[config.mk]
export PLATFORM = sky130hd
export DESIGN_NAME = irq_dispatcher_flat
export DESIGN_NICKNAME = d
export VERILOG_FILES = /design/src/rtl/irq_dispatcher_if.sv /design/src/rtl/irq_dispatcher.sv /design/src/flat_wrapper.sv
export SDC_FILE = /design/constraint.sdc
export NUM_CORES = 1
export LEC_CHECK = 0
export CAP_MARGIN = 0
export CELL_PAD_IN_SITES_DETAIL_PLACEMENT = 0
export CELL_PAD_IN_SITES_GLOBAL_PLACEMENT = 1
export CORE_MARGIN = 2
export CORE_UTILIZATION = 34
export DETAILED_ROUTE_END_ITERATION = 12
export GPL_TIMING_DRIVEN = 0
export PLACE_DENSITY_LB_ADDON = 0.3
export SYNTH_ARGS = -nofsm -noshare
export SYNTH_HDL_FRONTEND = slang
export SYNTH_SLANG_ARGS = --single-unit
export TNS_END_PERCENT = 1
[constraint.sdc]
create_clock -name clk -period 2.3 [get_ports clk]
set_input_delay 0.46 -clock clk [delete_from_list [all_inputs] [get_ports clk]]
set_output_delay 0.46 -clock clk [all_outputs]
set_load 0.03 [all_outputs]
[src/rtl/irq_dispatcher_if.sv]
// Dispatcher-side bundle: encoder request inputs, core handshake, and the
// dispatched vector / status outputs.
interface irq_dispatcher_if #(
   parameter int ADDR_W = 32
);
   logic              enable;
   logic              irq_in;
   logic [1:0]        irq_id;
   logic              cpu_ack;
   logic              cpu_eoi;
   logic              int_req;
   logic [ADDR_W-1:0] int_vec;
   logic [1:0]        int_id;
   logic [3:0]        in_service;
   logic              busy;
   logic [15:0]       ack_latency;

   modport master (
      input  enable, irq_in, irq_id, cpu_ack, cpu_eoi,
      output int_req, int_vec, int_id, in_service, busy, ack_latency
   );

   modport slave (
      output enable, irq_in, irq_id, cpu_ack, cpu_eoi,
      input  int_req, int_vec, int_id, in_service, busy, ack_latency
   );
endinterface

[src/rtl/irq_dispatcher.sv]
// Captures one encoded interrupt at a time, hands it to the core as a vectored
// req/ack request, and blocks further captures until end-of-interrupt.
//
// state   | meaning
// IDLE    | no interrupt pending; capture on enable && irq_in
// REQ     | int_req raised, waiting for cpu_ack; latency counter running
// SERVICE | core running the handler; waiting for cpu_eoi
module irq_dispatcher #(
   parameter int                ADDR_W     = 32,
   parameter logic [ADDR_W-1:0] VEC_BASE   = 32'h0000_0100,
   parameter int unsigned       VEC_STRIDE = 16
) (
   input  logic             clk,
   input  logic             rst,
   irq_dispatcher_if.master bus
);

   typedef enum logic [1:0] {IDLE, REQ, SERVICE} state_t;

   state_t            state, state_nxt;
   logic              capture, ack_take, eoi_take;
   logic [ADDR_W-1:0] vec_nxt;
   logic [1:0]        id_q;
   logic [ADDR_W-1:0] vec_q;
   logic [3:0]        in_service_q;
   logic [15:0]       lat_cnt;
   logic [15:0]       ack_lat_q;

   assign vec_nxt = VEC_BASE + ADDR_W'(bus.irq_id) * ADDR_W'(VEC_STRIDE);

   always_comb begin
      state_nxt = state;
      capture   = 1'b0;
      ack_take  = 1'b0;
      eoi_take  = 1'b0;
      case (state)
         IDLE: begin
            if (bus.enable && bus.irq_in) begin
               capture   = 1'b1;
               state_nxt = REQ;
            end
         end
         REQ: begin
            // ack wins over a simultaneous eoi; the eoi must come again in SERVICE
            if (bus.cpu_ack) begin
               ack_take  = 1'b1;
               state_nxt = SERVICE;
            end
         end
         SERVICE: begin
            if (bus.cpu_eoi) begin
               eoi_take  = 1'b1;
               state_nxt = IDLE;
            end
         end
         default: state_nxt = IDLE;
      endcase
   end

   always_ff @(posedge clk) begin
      if (rst) begin
         state        <= IDLE;
         id_q         <= '0;
         vec_q        <= '0;
         in_service_q <= '0;
         lat_cnt      <= '0;
         ack_lat_q    <= '0;
      end else begin
         state <= state_nxt;
         if (capture) begin
            id_q    <= bus.irq_id;
            vec_q   <= vec_nxt;
            lat_cnt <= 16'd1;
         end
         if (state == REQ && !bus.cpu_ack && lat_cnt != 16'hFFFF)
            lat_cnt <= lat_cnt + 16'd1;
         if (ack_take) begin
            in_service_q <= 4'(1) << id_q;
            ack_lat_q    <= lat_cnt;
         end
         if (eoi_take)
            in_service_q <= '0;
      end
   end

   assign bus.int_req     = (state == REQ);
   assign bus.busy        = (state != IDLE);
   assign bus.int_id      = id_q;
   assign bus.int_vec     = vec_q;
   assign bus.in_service  = in_service_q;
   assign bus.ack_latency = ack_lat_q;

endmodule

[src/flat_wrapper.sv]
// flat-port wrapper written by rule: the top's interface ports become plain ports
module irq_dispatcher_flat 
#(
   parameter int                ADDR_W     = 32,
   parameter logic [ADDR_W-1:0] VEC_BASE   = 32'h0000_0100,
   parameter int unsigned       VEC_STRIDE = 16
)
  (clk, rst, bus_enable, bus_irq_in, bus_irq_id, bus_cpu_ack, bus_cpu_eoi, bus_int_req, bus_int_vec, bus_int_id, bus_in_service, bus_busy, bus_ack_latency);
  irq_dispatcher_if #(.ADDR_W(ADDR_W)) bus_i ();
  input  logic clk;
  input  logic rst;
  input wire logic [$bits(bus_i.enable)-1:0] bus_enable;
  input wire logic [$bits(bus_i.irq_in)-1:0] bus_irq_in;
  input wire logic [$bits(bus_i.irq_id)-1:0] bus_irq_id;
  input wire logic [$bits(bus_i.cpu_ack)-1:0] bus_cpu_ack;
  input wire logic [$bits(bus_i.cpu_eoi)-1:0] bus_cpu_eoi;
  output wire logic [$bits(bus_i.int_req)-1:0] bus_int_req;
  output wire logic [$bits(bus_i.int_vec)-1:0] bus_int_vec;
  output wire logic [$bits(bus_i.int_id)-1:0] bus_int_id;
  output wire logic [$bits(bus_i.in_service)-1:0] bus_in_service;
  output wire logic [$bits(bus_i.busy)-1:0] bus_busy;
  output wire logic [$bits(bus_i.ack_latency)-1:0] bus_ack_latency;
  assign bus_i.enable = bus_enable;
  assign bus_i.irq_in = bus_irq_in;
  assign bus_i.irq_id = bus_irq_id;
  assign bus_i.cpu_ack = bus_cpu_ack;
  assign bus_i.cpu_eoi = bus_cpu_eoi;
  assign bus_int_req = bus_i.int_req;
  assign bus_int_vec = bus_i.int_vec;
  assign bus_int_id = bus_i.int_id;
  assign bus_in_service = bus_i.in_service;
  assign bus_busy = bus_i.busy;
  assign bus_ack_latency = bus_i.ack_latency;
  irq_dispatcher #(.ADDR_W(ADDR_W), .VEC_BASE(VEC_BASE), .VEC_STRIDE(VEC_STRIDE)) u_core (.clk(clk), .rst(rst), .bus(bus_i));
endmodule
==> out/summary.txt <==
status - finished, final reports clean
number of port buffers - 34
clock sink total - 41
CP delay by family, top - simple AND/OR/NAND/NOR gates
CP Capture Type - register
count of vias placed by the detailed router - 2021
global route overflow - 0
net switching power - 0.0004028 W
Peak Freq - 0.4620 GHz
Leak Pwr - 1.149 nW
final setup violation count - 0
cell chain of the critical path - ha_2, nand4_2, or4_1, buf_2, buf_6, nand3_1, o221ai_1
number of enable flip-flop cells after synthesis - 0
Slowest cell on crit path - sky130_fd_sc_hd__or4_1
Placed Area - 2749 sq um
number of antenna diodes - 0
share of total power in combinational logic - 0.148
clock buffer depth - 2
number of buffers created by CTS - 5
DR DRC count - 0
final worst-path cycle share - 0.9412
Yosys warning count - 0
deepest level of the CTS H-tree - 2
boundary pin count - 64
die outline area - 7152 sq um
Clk Latency, worst-skew pair - 0.30 ns
number of rows in the core area - 29
height of the die - 84.57 um
fraction of layout instances using a drive strength above 1 - 0.1710
slew at the pin closest to its max-slew limit - 0.5629 ns
maximum vdd drop - 310.1 uV
Die Width - 84.57 um
Switching Fraction - 0.2746
sequential share of the synthesized area - 0.3719
number of global-route vias before repair - 1821
kind of critical path - reg -> reg
mean routed wirelength per cell - 13.14 um
number of cell instances on the worst register-to-register path - 7
Setup crit start kind - register
Critical Path Max Stage Delay - 0.56 ns
Arr. time, crit path - 2.33 ns
total core area - 6314 sq um
Max Transition Viols Final - 0
Layout Area Growth over Synthesis - 30.39%
antenna viol nets, final - 0
flip-flop and latch count after synthesis - 41
setup repair after global routing missed its margin - no
power density over cell area - 509.8 nW/um^2
part of the total power dissipated in the clock network - 0.357
iteration-0 DRC count of the detailed router - 134
Total Routed Length - 5544 um
clock tree from TritonCTS - done
Post-Syn Instances - 273
per-cell via count in the routed design - 4.789
Initial Util - 0.3496
post-CTS clock slew at the launch and capture registers of the worst setup and hold paths - 0.08 ns
Hold Vio Cnt, Final - 0
average cell area after synthesis - 8.085 sq um
antenna violations before repair - 0
aggregate global-route resource usage - 0.1576
Detailed Place HPWL - 3967 um
first-pass GRT wire length - 9073 um
Cells on Worst Hold Path - 2
largest net degree at the start of global routing - 13
crit path time final - 2.165 ns
count of different cell masters after synthesis - 48
routability congestion estimate from global placement - 0.8458
max-slew headroom at the worst pin - 0.6247
most instantiated flip-flop cell in the synthesis netlist - sky130_fd_sc_hd__dfxtp_1
first-pass detailed-route iteration total - 4
CP Buf/Inv Count - 2
worst min path class - reg -> reg
Synth async-reset ratio - 0
clock root buffer - sky130_fd_sc_hd__clkbuf_8
relative contribution of sequential cells to total power - 0.495
fin area - 2878 sq um
Int Power - 0.001064 W
total of max-cap violations - 0
CTS Hold Bufs - 0
required time of the critical path - 2.47 ns
worst clock skew on the final layout - 0.005333 ns
Nets - 353
Max FO, Critical Path - 10
smallest hold slack - 0.4533 ns
summed instance area of the synthesized netlist - 2207 sq um
Crit. path cell count - 7
## layout make-up
| type | instances | area, sq um |
|---|---|---|
| fillers | 662 | 3436 |
| well taps | 77 | 96.34 |
| inverters | 7 | 26.28 |
| clock inverters | 1 | 5.005 |
| plain buffers | 47 | 310.3 |
| flip-flops and latches | 41 | 820.8 |
| clock buffers | 7 | 96.34 |
| multi-input cells | 205 | 1157 |
| repair buffers | 37 | 365.4 |
## path summary, 6_finish.rpt
check / startpoint / to / slack (ns)
max: u_core.lat_cnt[0] / u_core.lat_cnt[12] / 0.14
min: u_core.bus.ack_latency[8] / u_core.bus.ack_latency[8] / 0.45
max reg2reg: u_core.lat_cnt[0] / u_core.lat_cnt[12] / 0.14
min reg2reg: u_core.bus.ack_latency[8] / u_core.bus.ack_latency[8] / 0.45
## what timing repair did
| item | 4_1_cts | 5_1_grt |
|---|---|---|
| setup buffers | 0 | 3 |
| pin swaps | 1 | 1 |
| setup endpoints to repair | 24 | 7 |
| gates resized for setup | 2 | 3 |
| hold endpoints to repair | 0 | 0 |
## synthesized netlist by cell type, types with 2 or more instances
cell | count | area share
sky130_fd_sc_hd__dfxtp_1 | 41 | 0.37
sky130_fd_sc_hd__nand2_1 | 41 | 0.070
sky130_fd_sc_hd__buf_4 | 31 | 0.11
sky130_fd_sc_hd__a21oi_1 | 26 | 0.059
sky130_fd_sc_hd__nand3_1 | 12 | 0.027
sky130_fd_sc_hd__nand4_1 | 10 | 0.028
sky130_fd_sc_hd__o211ai_1 | 10 | 0.034
sky130_fd_sc_hd__nor2_1 | 9 | 0.015
sky130_fd_sc_hd__nor2b_1 | 9 | 0.026
sky130_fd_sc_hd__clkbuf_1 | 8 | 0.014
sky130_fd_sc_hd__inv_1 | 7 | 0.012
sky130_fd_sc_hd__or4_1 | 6 | 0.020
sky130_fd_sc_hd__buf_2 | 5 | 0.011
sky130_fd_sc_hd__nand2b_1 | 4 | 0.011
sky130_fd_sc_hd__o21ai_1 | 4 | 0.0091
sky130_fd_sc_hd__buf_1 | 3 | 0.0051
sky130_fd_sc_hd__nand3b_1 | 3 | 0.010
sky130_fd_sc_hd__nor3_1 | 3 | 0.0068
sky130_fd_sc_hd__a211oi_1 | 2 | 0.0068
sky130_fd_sc_hd__a31oi_1 | 2 | 0.0057
sky130_fd_sc_hd__and3_1 | 2 | 0.0057
sky130_fd_sc_hd__and4_1 | 2 | 0.0079
sky130_fd_sc_hd__mux2i_1 | 2 | 0.0091
sky130_fd_sc_hd__nand4_2 | 2 | 0.011
sky130_fd_sc_hd__nor4_1 | 2 | 0.0057
sky130_fd_sc_hd__o2111ai_1 | 2 | 0.0079
sky130_fd_sc_hd__o311ai_1 | 2 | 0.0079
sky130_fd_sc_hd__or2b_1 | 2 | 0.0068
sky130_fd_sc_hd__or3_1 | 2 | 0.0057
## tightest hold or removal path, cell delays in order (launching register included)
cell and delay [ns]:
sky130_fd_sc_hd__dfxtp_1 0.31, sky130_fd_sc_hd__nand2_1 0.05, sky130_fd_sc_hd__a21oi_1 0.05
## placed cells by master (no fill, tap or decap), types with 2 or more instances in the layout
cell,instances
sky130_fd_sc_hd__nand2_1,41
sky130_fd_sc_hd__dfxtp_1,41
sky130_fd_sc_hd__buf_4,34
sky130_fd_sc_hd__clkdlybuf4s50_1,33
sky130_fd_sc_hd__conb_1,29
sky130_fd_sc_hd__a21oi_1,26
sky130_fd_sc_hd__nand3_1,12
sky130_fd_sc_hd__nand4_1,10
sky130_fd_sc_hd__o211ai_1,10
sky130_fd_sc_hd__nor2b_1,9
sky130_fd_sc_hd__nor2_1,9
sky130_fd_sc_hd__inv_1,7
sky130_fd_sc_hd__clkbuf_8,7
sky130_fd_sc_hd__or4_1,6
sky130_fd_sc_hd__clkbuf_1,5
sky130_fd_sc_hd__buf_2,5
sky130_fd_sc_hd__nand2b_1,4
sky130_fd_sc_hd__o21ai_1,4
sky130_fd_sc_hd__clkbuf_2,3
sky130_fd_sc_hd__nor3_1,3
sky130_fd_sc_hd__nand3b_1,3
sky130_fd_sc_hd__buf_1,2
sky130_fd_sc_hd__mux2i_1,2
sky130_fd_sc_hd__nand4_2,2
sky130_fd_sc_hd__o311ai_1,2
sky130_fd_sc_hd__nor4_1,2
sky130_fd_sc_hd__o2111ai_1,2
sky130_fd_sc_hd__and4_1,2
sky130_fd_sc_hd__and3_1,2
sky130_fd_sc_hd__a31oi_1,2
sky130_fd_sc_hd__a211oi_1,2
sky130_fd_sc_hd__or3_1,2
sky130_fd_sc_hd__or2b_1,2
## flip-flops by register name, indices dropped and copies added (netlist names)
| signal | count |
|---|---|
| u_core.bus.int_vec | 2 |
| u_core.bus.ack_latency | 16 |
| u_core.lat_cnt | 16 |
| u_core.bus.int_id | 1 |
| u_core.bus.in_service | 4 |
| u_core.state | 2 |
## power by group through the flow
stage | clock (W) | sequential (W) | combinational, W
finish | 0.000523 | 0.000726 | 0.000218
CTS | 0.000538 | 0.000726 | 0.000217
global placement | 0 | 0.000742 | 0.000217
floorplan | 0 | 0.000749 | 0.000159
detailed placement | 0 | 0.000743 | 0.000217
global route | 0.000576 | 0.000728 | 0.000233
## metrics by stage
step	setup WS, ns	TNS [ns]	total power, W	std cells	util
4_1_cts	0.1115	0	0.001481	419	0.4512
3_5_place_dp	-0.6432	-13.85	0.0009597	412	0.4354
3_3_place_gp	-0.6879	-15.66	0.0009594	412	0.4354
2_1_floorplan	0.3755	0	0.0009077	301	-
5_1_grt	0.01692	0	0.001537	422	0.4558
6_report	0.1353	0	0.001467	422	0.4558
## logic make-up (layout without fill, tap and decap cells)
family,after synthesis,in the layout,synth area share
AO/OA/AOI/OAI,58,58,0.1678
adder cells (fa/ha/maj),1,1,0.005668
buffers and inverters,55,99,0.1525
flip-flops,41,41,0.3719
multiplexers,2,2,0.009071
other,1,29,0.001699
AND/OR/NAND/NOR,115,115,0.2914
## metal layers
layer / GRT usage / share of wire / vias up
li1: - / - / 1058
met1: 0.2193 / 0.48 / 907
met2: 0.2470 / 0.47 / 54
met3: 0.03540 / 0.045 / 2
met4: 0.04185 / 0.0049 / 0
met5: 0 / 0 / -
Note: power is estimated with default switching activity, not from simulation.
